## config.mk

```make
export PLATFORM = sky130hd
export DESIGN_NAME = collision_event_scheduler
export DESIGN_NICKNAME = d
export VERILOG_FILES = /design/src/rtl/pinball_pkg.sv /design/src/rtl/priority_picker.sv /design/src/rtl/collision_event_scheduler.sv
export SDC_FILE = /design/constraint.sdc
export NUM_CORES = 1
export LEC_CHECK = 0
export ABC_AREA = 1
export BUFFER_PORTS_ARGS = -buffer_cell sky130_fd_sc_hd__buf_2
export CAP_MARGIN = 10
export CORE_ASPECT_RATIO = 1.25
export CORE_MARGIN = 10
export CORE_UTILIZATION = 56
export CTS_CLUSTER_DIAMETER = 200
export DETAILED_ROUTE_END_ITERATION = 16
export PLACE_DENSITY = 0.78
export SYNTH_ARGS = -nofsm -noshare
export SYNTH_HDL_FRONTEND = slang
export SYNTH_SLANG_ARGS = --single-unit
```

## constraint.sdc

```tcl
create_clock -name clk -period 5.35 [get_ports clk]
set_input_delay 1.07 -clock clk [delete_from_list [all_inputs] [get_ports clk]]
set_output_delay 1.07 -clock clk [all_outputs]
set_load 0.01 [all_outputs]
```

## src/rtl/pinball_pkg.sv

```systemverilog
// Shared pinball types: collision event codes (priority order), scheduler states, mask helpers.
package pinball_pkg;

  localparam int NUM_COLLISION_EVENTS = 7;

  // Lower code means higher service priority; mask bit (code-1) holds that event.
  typedef enum logic [2:0] {
    NONE          = 3'd0,
    BOTTOM        = 3'd1,
    SPRING        = 3'd2,
    FLIPPER       = 3'd3,
    BUMPER        = 3'd4,
    OBSTACLE_BAD  = 3'd5,
    OBSTACLE_GOOD = 3'd6,
    FRAME         = 3'd7
  } collision_event_e;

  typedef enum logic {
    IDLE  = 1'b0,
    ISSUE = 1'b1
  } sched_state_e;

  function automatic logic [3:0] popCount(input logic [NUM_COLLISION_EVENTS-1:0] m);
    logic [3:0] n;
    n = '0;
    for (int i = 0; i < NUM_COLLISION_EVENTS; i++) n = n + 4'(m[i]);
    return n;
  endfunction

endpackage

```

## src/rtl/priority_picker.sv

```systemverilog
// Combinational priority encoder: lowest set mask bit wins, returns its event code and one-hot clear mask.
// Zero latency, no flow control; an empty mask yields NONE and an all-zero clear mask.
module priority_picker
  import pinball_pkg::*;
(
  input  logic [NUM_COLLISION_EVENTS-1:0] mask,
  output collision_event_e                code,
  output logic [NUM_COLLISION_EVENTS-1:0] clearMask
);

  always_comb begin
    code      = NONE;
    clearMask = '0;
    for (int i = NUM_COLLISION_EVENTS - 1; i >= 0; i--) begin
      if (mask[i]) begin
        code         = collision_event_e'(3'(i + 1));
        clearMask    = '0;
        clearMask[i] = 1'b1;
      end
    end
  end

endmodule

```

## src/rtl/collision_event_scheduler.sv

```systemverilog
// Per-frame collision snapshot issued highest priority first; snapshot at T gives event_valid at T+1, one event/cycle.
// A stalled consumer drops an event after TIMEOUT_CYCLES; `COLLISION_SCHED_STATS_EN enables dropped_count.
module collision_event_scheduler
  import pinball_pkg::*;
#(
  parameter int TIMEOUT_CYCLES = 1024
) (
  input  logic       clk,
  input  logic       reset,
  input  logic       startOfFrame,
  input  logic       collisionSmileyFrame,
  input  logic       collisionSmileyFlipper,
  input  logic       collisionSmileyBumper,
  input  logic       collisionSmileySpringPulse,
  input  logic       collisionSmileyBottom,
  input  logic       collisionSmileyObstacleGood,
  input  logic       collisionSmileyObstacleBad,
  output logic       event_valid,
  output logic [2:0] event_code,
  input  logic       event_ready,
  output logic       busy,
  output logic       overrun,
  output logic [7:0] dropped_count
);

  localparam int                CNT_W = $clog2(TIMEOUT_CYCLES);
  localparam logic [CNT_W-1:0] LIMIT = CNT_W'(TIMEOUT_CYCLES - 1);

  sched_state_e                    state;
  logic [NUM_COLLISION_EVENTS-1:0] pulses;
  logic [NUM_COLLISION_EVENTS-1:0] pendingMask;
  logic [NUM_COLLISION_EVENTS-1:0] serviceMask;
  logic [NUM_COLLISION_EVENTS-1:0] curClear;
  logic [NUM_COLLISION_EVENTS-1:0] serviceAfter;
  logic [NUM_COLLISION_EVENTS-1:0] nextService;
  logic [NUM_COLLISION_EVENTS-1:0] nextClear;
  collision_event_e                nextCode;
  logic [CNT_W-1:0]                timeoutCnt;
  logic                            handshake;
  logic                            timeoutHit;
  logic [3:0]                      dropsNow;

  assign pulses = {collisionSmileyFrame, collisionSmileyObstacleGood, collisionSmileyObstacleBad,
                   collisionSmileyBumper, collisionSmileyFlipper, collisionSmileySpringPulse,
                   collisionSmileyBottom};

  assign handshake  = (state == ISSUE) && event_ready;
  assign timeoutHit = (state == ISSUE) && !event_ready && (timeoutCnt == LIMIT);

  // curClear is the registered one-hot of the event currently on event_code.
  always_comb begin
    serviceAfter = serviceMask;
    if (handshake || timeoutHit) serviceAfter = serviceMask & ~curClear;
    nextService = startOfFrame ? pendingMask : serviceAfter;
    dropsNow    = (timeoutHit ? 4'd1 : 4'd0) + (startOfFrame ? popCount(serviceAfter) : 4'd0);
  end

  priority_picker nextPick (
    .mask      (nextService),
    .code      (nextCode),
    .clearMask (nextClear)
  );

  always_ff @(posedge clk) begin
    if (reset) begin
      state       <= IDLE;
      pendingMask <= '0;
      serviceMask <= '0;
      curClear    <= '0;
      timeoutCnt  <= '0;
      event_valid <= 1'b0;
      event_code  <= NONE;
      overrun     <= 1'b0;
    end else begin
      pendingMask <= startOfFrame ? pulses : (pendingMask | pulses);
      serviceMask <= nextService;
      curClear    <= nextClear;
      event_valid <= |nextService;
      event_code  <= nextCode;
      if (dropsNow != 4'd0) overrun <= 1'b1;
      case (state)
        IDLE: begin
          timeoutCnt <= '0;
          if (|nextService) state <= ISSUE;
        end
        ISSUE: begin
          if (!(|nextService)) begin
            state      <= IDLE;
            timeoutCnt <= '0;
          end else if (handshake || timeoutHit || startOfFrame) begin
            timeoutCnt <= '0;
          end else begin
            timeoutCnt <= timeoutCnt + CNT_W'(1);
          end
        end
        default: state <= IDLE;
      endcase
    end
  end

  assign busy = |serviceMask;

`ifdef COLLISION_SCHED_STATS_EN
  logic [7:0] dropCnt;
  logic [8:0] dropSum;

  assign dropSum = {1'b0, dropCnt} + {5'b0, dropsNow};

  always_ff @(posedge clk) begin
    if (reset)                 dropCnt <= '0;
    else if (dropSum > 9'd255) dropCnt <= 8'd255;
    else                       dropCnt <= dropSum[7:0];
  end

  assign dropped_count = dropCnt;
`else
  assign dropped_count = '0;
`endif

endmodule
```

# --- After elaboration in Yosys (flattened, before gate mapping) ---
# Cells that the tools add are included.
totals:
  reg_bits: 37
  wordCells: 67
  latchBits: 0
  romBits: 0
  ramBits: 0
  n_memories: 0
  inputBits: 11
op_classes:
  magnitude_cmp: 0
  div: 0
  n_shift: 0
  n_reduce_logical: 15
  n_bitwise: 4
  eq_ne: 1
  n_addsub: 8
  mul: 0
  muxes: 23
op_table:
  columns: ["cell", "count"]
  rows:
  - ["7-bit 2-to-1 mux", 4]
  - ["7-bit OR reduction", 3]
  - ["10-bit 2-to-1 mux", 2]
  - ["10-bit case mux with 2 select lines", 1]
  - ["3-bit 2-to-1 mux", 5]
  - ["4-bit by 1-bit adder with 4-bit output", 3]
  - ["10-bit by 1-bit adder with 10-bit output (second input constant)", 1]
  - ["10-bit equality test (second input constant)", 1]
  - ["4-bit 2-to-1 mux", 2]
  - ["7-bit bitwise AND", 1]
  - ["7-bit inverter", 1]
  - ["7-bit OR", 1]
  - ["2-bit 2-to-1 mux", 3]
  - ["6-bit 2-to-1 mux", 1]
  - ["6-bit OR reduction", 1]
  - ["5-bit 2-to-1 mux", 1]
  - ["5-bit OR reduction", 1]
  - ["1-bit by 4-bit adder with 4-bit output", 1]
  - ["3-bit by 1-bit adder with 4-bit output", 1]
  - ["1-bit 2-to-1 mux", 4]
  - ["4-bit nonzero test", 1]
  - ["4-bit OR reduction", 1]
  - ["2-bit by 1-bit adder with 3-bit output", 1]
  - ["1-bit logical AND", 3]
  - ["6 further kinds", 7]

# --- Longest topological paths before layout ---
logic_depth:
  depth_word: 14
  ltp_mapped: 19
  depth_no_buf: 19

# --- Modules after synthesis ---
# From an unflattened synthesis, not the netlist that was laid out.
unflattened:
  cells_unflattened: 255
  hier_area_um2: 1978.1
by_module_without_submodules:
  columns: ["module", "instances", "seq_area_each_um2", "area_each_um2", "cells_per_inst"]
  rows:
  - ["collision_event_scheduler", 1, 720.7, 1821.7, 224]
  - ["priority_picker", 1, 0.0, 156.4, 31]

# --- Least setup slack after synthesis ---
# OpenSTA, ideal clock, no wires.
synth_path:
  kind: "input to register"
  start: "input event_ready"
  end: "register overrun"
  path_slack_ps: 1079
  stages: 18
  required_ps: 5223
  n_path_buf: 0
  arrival_time_ps: 4144
  path_cell_list: "inv_1 > nand2_1 > nor2_4 > nand3_4 > nand2_8 > nand2_2 > nand2_1 > inv_1 > fa_1 > fa_1 > inv_1 > fa_1 > inv_1 > fa_1 > nor2_1 > ha_1 > nor4_1 > a21oi_1"
synth_via:
  elab_chain_len: 14
  elab_cells_between_ends: 16
  cone_classes: "add/sub: 7; mux: 3; reduce/logical: 6"
synth_rtl:
  columns: ["item", "line", "text"]
  rows:
  - ["from (decl)", "collision_event_scheduler.sv:20", "input logic event_ready,"]
  - ["1-bit logical NOT", "collision_event_scheduler.sv:48", "assign timeoutHit = (state == ISSUE) && !event_ready && (timeoutCnt == LIMIT);"]
  - ["1-bit logical AND (2 in series)", "collision_event_scheduler.sv:48", null]
  - ["1-bit logical OR", "collision_event_scheduler.sv:53", "if (handshake || timeoutHit) serviceAfter = serviceMask & ~curClear;"]
  - ["7-bit 2-to-1 mux", "collision_event_scheduler.sv:53", null]
  - ["1-bit by 1-bit adder with 2-bit output", "pinball_pkg.sv:26", "for (int i = 0; i < NUM_COLLISION_EVENTS; i++) n = n + 4'(m[i]);"]
  - ["2-bit by 1-bit adder with 3-bit output", "pinball_pkg.sv:26", null]
  - ["3-bit by 1-bit adder with 4-bit output", "pinball_pkg.sv:26", null]
  - ["4-bit by 1-bit adder with 4-bit output (3 in series)", "pinball_pkg.sv:26", null]
  - ["4-bit 2-to-1 mux", "collision_event_scheduler.sv:55", "dropsNow = (timeoutHit ? 4'd1 : 4'd0) + (startOfFrame ? popCount(serviceAfter) : 4'd0);"]
  - ["1-bit by 4-bit adder with 4-bit output (*)", "collision_event_scheduler.sv:55", null]
  - ["4-bit nonzero test (*)", "collision_event_scheduler.sv:80", "if (dropsNow != 4'd0) overrun <= 1'b1;"]
  - ["to (signal assigned)", "collision_event_scheduler.sv:73", "overrun <= 1'b0;"]
  - ["to (signal assigned)", "collision_event_scheduler.sv:80", null]
  - ["to (decl)", "collision_event_scheduler.sv:22", "output logic overrun,"]
# Every way passes the cells marked *; elsewhere a longest branch is shown, timed or not.
# A chain may end at the register's enable or synchronous reset.

# --- Final worst setup path ---
# Ends and elaborated chain as after synthesis.

==> run summary <==
VDD IR max: 0.205 mV
final setup margin: 1100 ps
skew final: 3.13 ps
Die Height: 83.5 µm
drt first pass iters: 4
Hold Slack: 462 ps
Final setup violation count: 0
fin nets: 256
initial core utilization: 57.1%
fmax: 0.236 GHz
CP Capture Type: flip-flop
Ports: 25
Critical Path Fanout Max: 10
sequential share of the synthesized area: 38.8%
DRT antenna net count: 0
row cnt: 23
CTS tree: yes
postcts setup bufs: 0
wire per inst: 11.8 µm
largest net degree at the start of global routing: 23
CTS-repair resized insts: 0
Min Clock Period, post-route: 4250 ps
layout cell share with drive strength beyond 1: 28.0%
Area growth, synth to finish: 8.37%
GR Overflow Total: 0
clock slew at reported path FFs: 70 ps
Max-Cap Viols: 0
P_leak: 0.845 nW
status: finished, final reports clean
die span in x: 70.8 µm
Core Box Area: 3170 µm²
part of the cycle the worst path needs: 79.4%
Setup CP Type: input port to flip-flop
diode count: 0
RSZ-0062 raised after global routing: no
IO Port Bufs: 16
post-synth top area cell: dfxtp_1
GRT Overall Usage: 11.8%
Post-Layout Inst Area: 1960 µm²
Critical Path RT: 5510 ps
setup TNS: 0 ps
post-detail-place hpwl: 2510 µm
CTS hold repair buffers: 0
clk sinks: 35
Via density: 4.90
H-Tree Depth: 2
Initial DRC Count: 86
critical path startpoint category: input port
first-pass GRT wire length: 5700 µm
Clock Tree Root: clkbuf_8
crit path DAT: 4410 ps
Slew Viols, Final: 0
count of final hold-check violations: 0
worst-margin pin slew: 643 ps
syn avg cell area: 8.22 µm²
pwr/cell area: 283 nW/µm²
YS warnings: 0
Mapped Area: 1810 µm²
count of cell types in the netlist: 29
Rel. slew slack: 57.1%
vias in the first global route: 1,284
initial antenna violation count: 0
Synth Instances: 220
Synth top area share: 38.8%
final wirelength: 3260 µm
CTS Buffer Depth: 2
Synth area leaders: dfxtp_1 (39%), nand2_1 (7.1%), nor2_1 (5.2%)
Final Wtd Congestion: 0.880
via count: 1,352
drt drc: 0
clock latency on the worst-skew pair: 290 ps
Setup WS pre-CTS: 783 ps
Yosys reg bits: 35
total CTS buffers: 5
Fillers: 280
die area: 5920 µm²
Hold Path Class: flip-flop to flip-flop
Area after DPL: 1880 µm²
-- synth_stat cells, drive strengths merged --
cell / instances
or2: 6
xnor2: 3
buf: 10
nor4: 2
dfxtp: 35
clkbuf: 2
nor2: 40
a21boi: 2
o21ai: 1
nor3: 6
inv: 22
nand3: 19
xor2: 4
ha: 3
fa: 4
a21oi: 12
nand4: 1
nand2: 47
conb: 1
-- where the power goes --
group,switching (mW),internal [mW],total [mW]
registers,0.00728,0.274,0.281
clock network,0.0922,0.0913,0.183
logic,0.0565,0.0334,0.0899
total,0.156,0.399,0.555
-- worst paths after layout --
path                        end          start  cells after the start  slack [ps]
setup / recovery        overrun    event_ready                     19        1100
hold reg to reg   timeoutCnt[0]  timeoutCnt[0]                      1         460
setup reg to reg        overrun  timeoutCnt[0]                     18        1380
hold / removal    timeoutCnt[0]  timeoutCnt[0]                      1         460
-- registers in the layout, indices dropped and copies added (netlist names) --
signal / cells
event_valid: 1
overrun: 1
timeoutCnt: 10
event_code: 3
pendingMask: 7
curClear: 6
serviceMask: 7
-- placed cells by master (no fill, tap or decap) --
master,n
dfxtp_1,35
nand2_1,34
nor2_1,25
inv_1,22
buf_2,16
nor2_2,12
nand2_2,11
nand3_1,11
a21oi_1,11
conb_1,8
nand3_2,6
or2_2,6
nor3_1,5
clkbuf_8,5
xor2_1,4
fa_1,4
nor2_4,3
xnor2_1,3
ha_1,3
nand3_4,2
nor4_1,2
clkbuf_1,2
nand2_8,1
a21boi_0,1
a21boi_2,1
nand4_1,1
nand2_4,1
a21oi_2,1
nor3_2,1
o21ai_0,1
clkinv_2,1
-- cell type report --
cell class                      instances  area [µm²]  area share [%]
Clock buffer                            7        76.3            3.90
Sequential cell                        35         701            35.8
Tap cell                               37        46.3            2.36
Inverter                               22        82.6            4.21
Timing Repair Buffer                   16        80.1            4.09
Clock inverter                          1        5.00           0.255
Multi-Input combinational cell        158         968            49.4
-- critical path: stages --
cell,delay (ps)
buf_2,100
inv_1,40
nand2_1,70
nor2_4,110
nand3_4,140
nand2_8,130
nand2_2,70
nand2_1,50
inv_1,50
fa_1,460
fa_1,480
inv_1,50
fa_1,350
inv_1,70
fa_1,420
nor2_1,130
ha_1,240
nor4_1,270
a21oi_1,90
-- cells by family after synthesis --
logic type	count (synthesis)	share of synthesized area [%]
other cells	1	0.207
simple gates	121	37.2
xor+xnor	7	3.39
compound gates	15	4.84
flops	35	38.8
buf+inv	34	9.14
fa+ha+maj	7	6.51
-- through the flow --
stage                     power (mW)  instances  util (%)
after global routing           0.586        276      61.9
after floorplan                0.359        227         -
after global placement         0.376        268      59.3
after detailed placement       0.378        268      59.3
after CTS                      0.561        276      61.9
final                          0.555        276      61.9
-- layer usage --
metal  GRT usage (%)  share of wire (%)  wire length, µm  vias to the layer above
li1                -                  -                -                      710
met1            12.6                 42             1380                      595
met2            18.6                 47             1540                       36
met3            5.36                7.4              242                       11
met4            6.53                2.9               96                        0
met5               0                  0                0                        -
(Power assumes the default switching activity.)
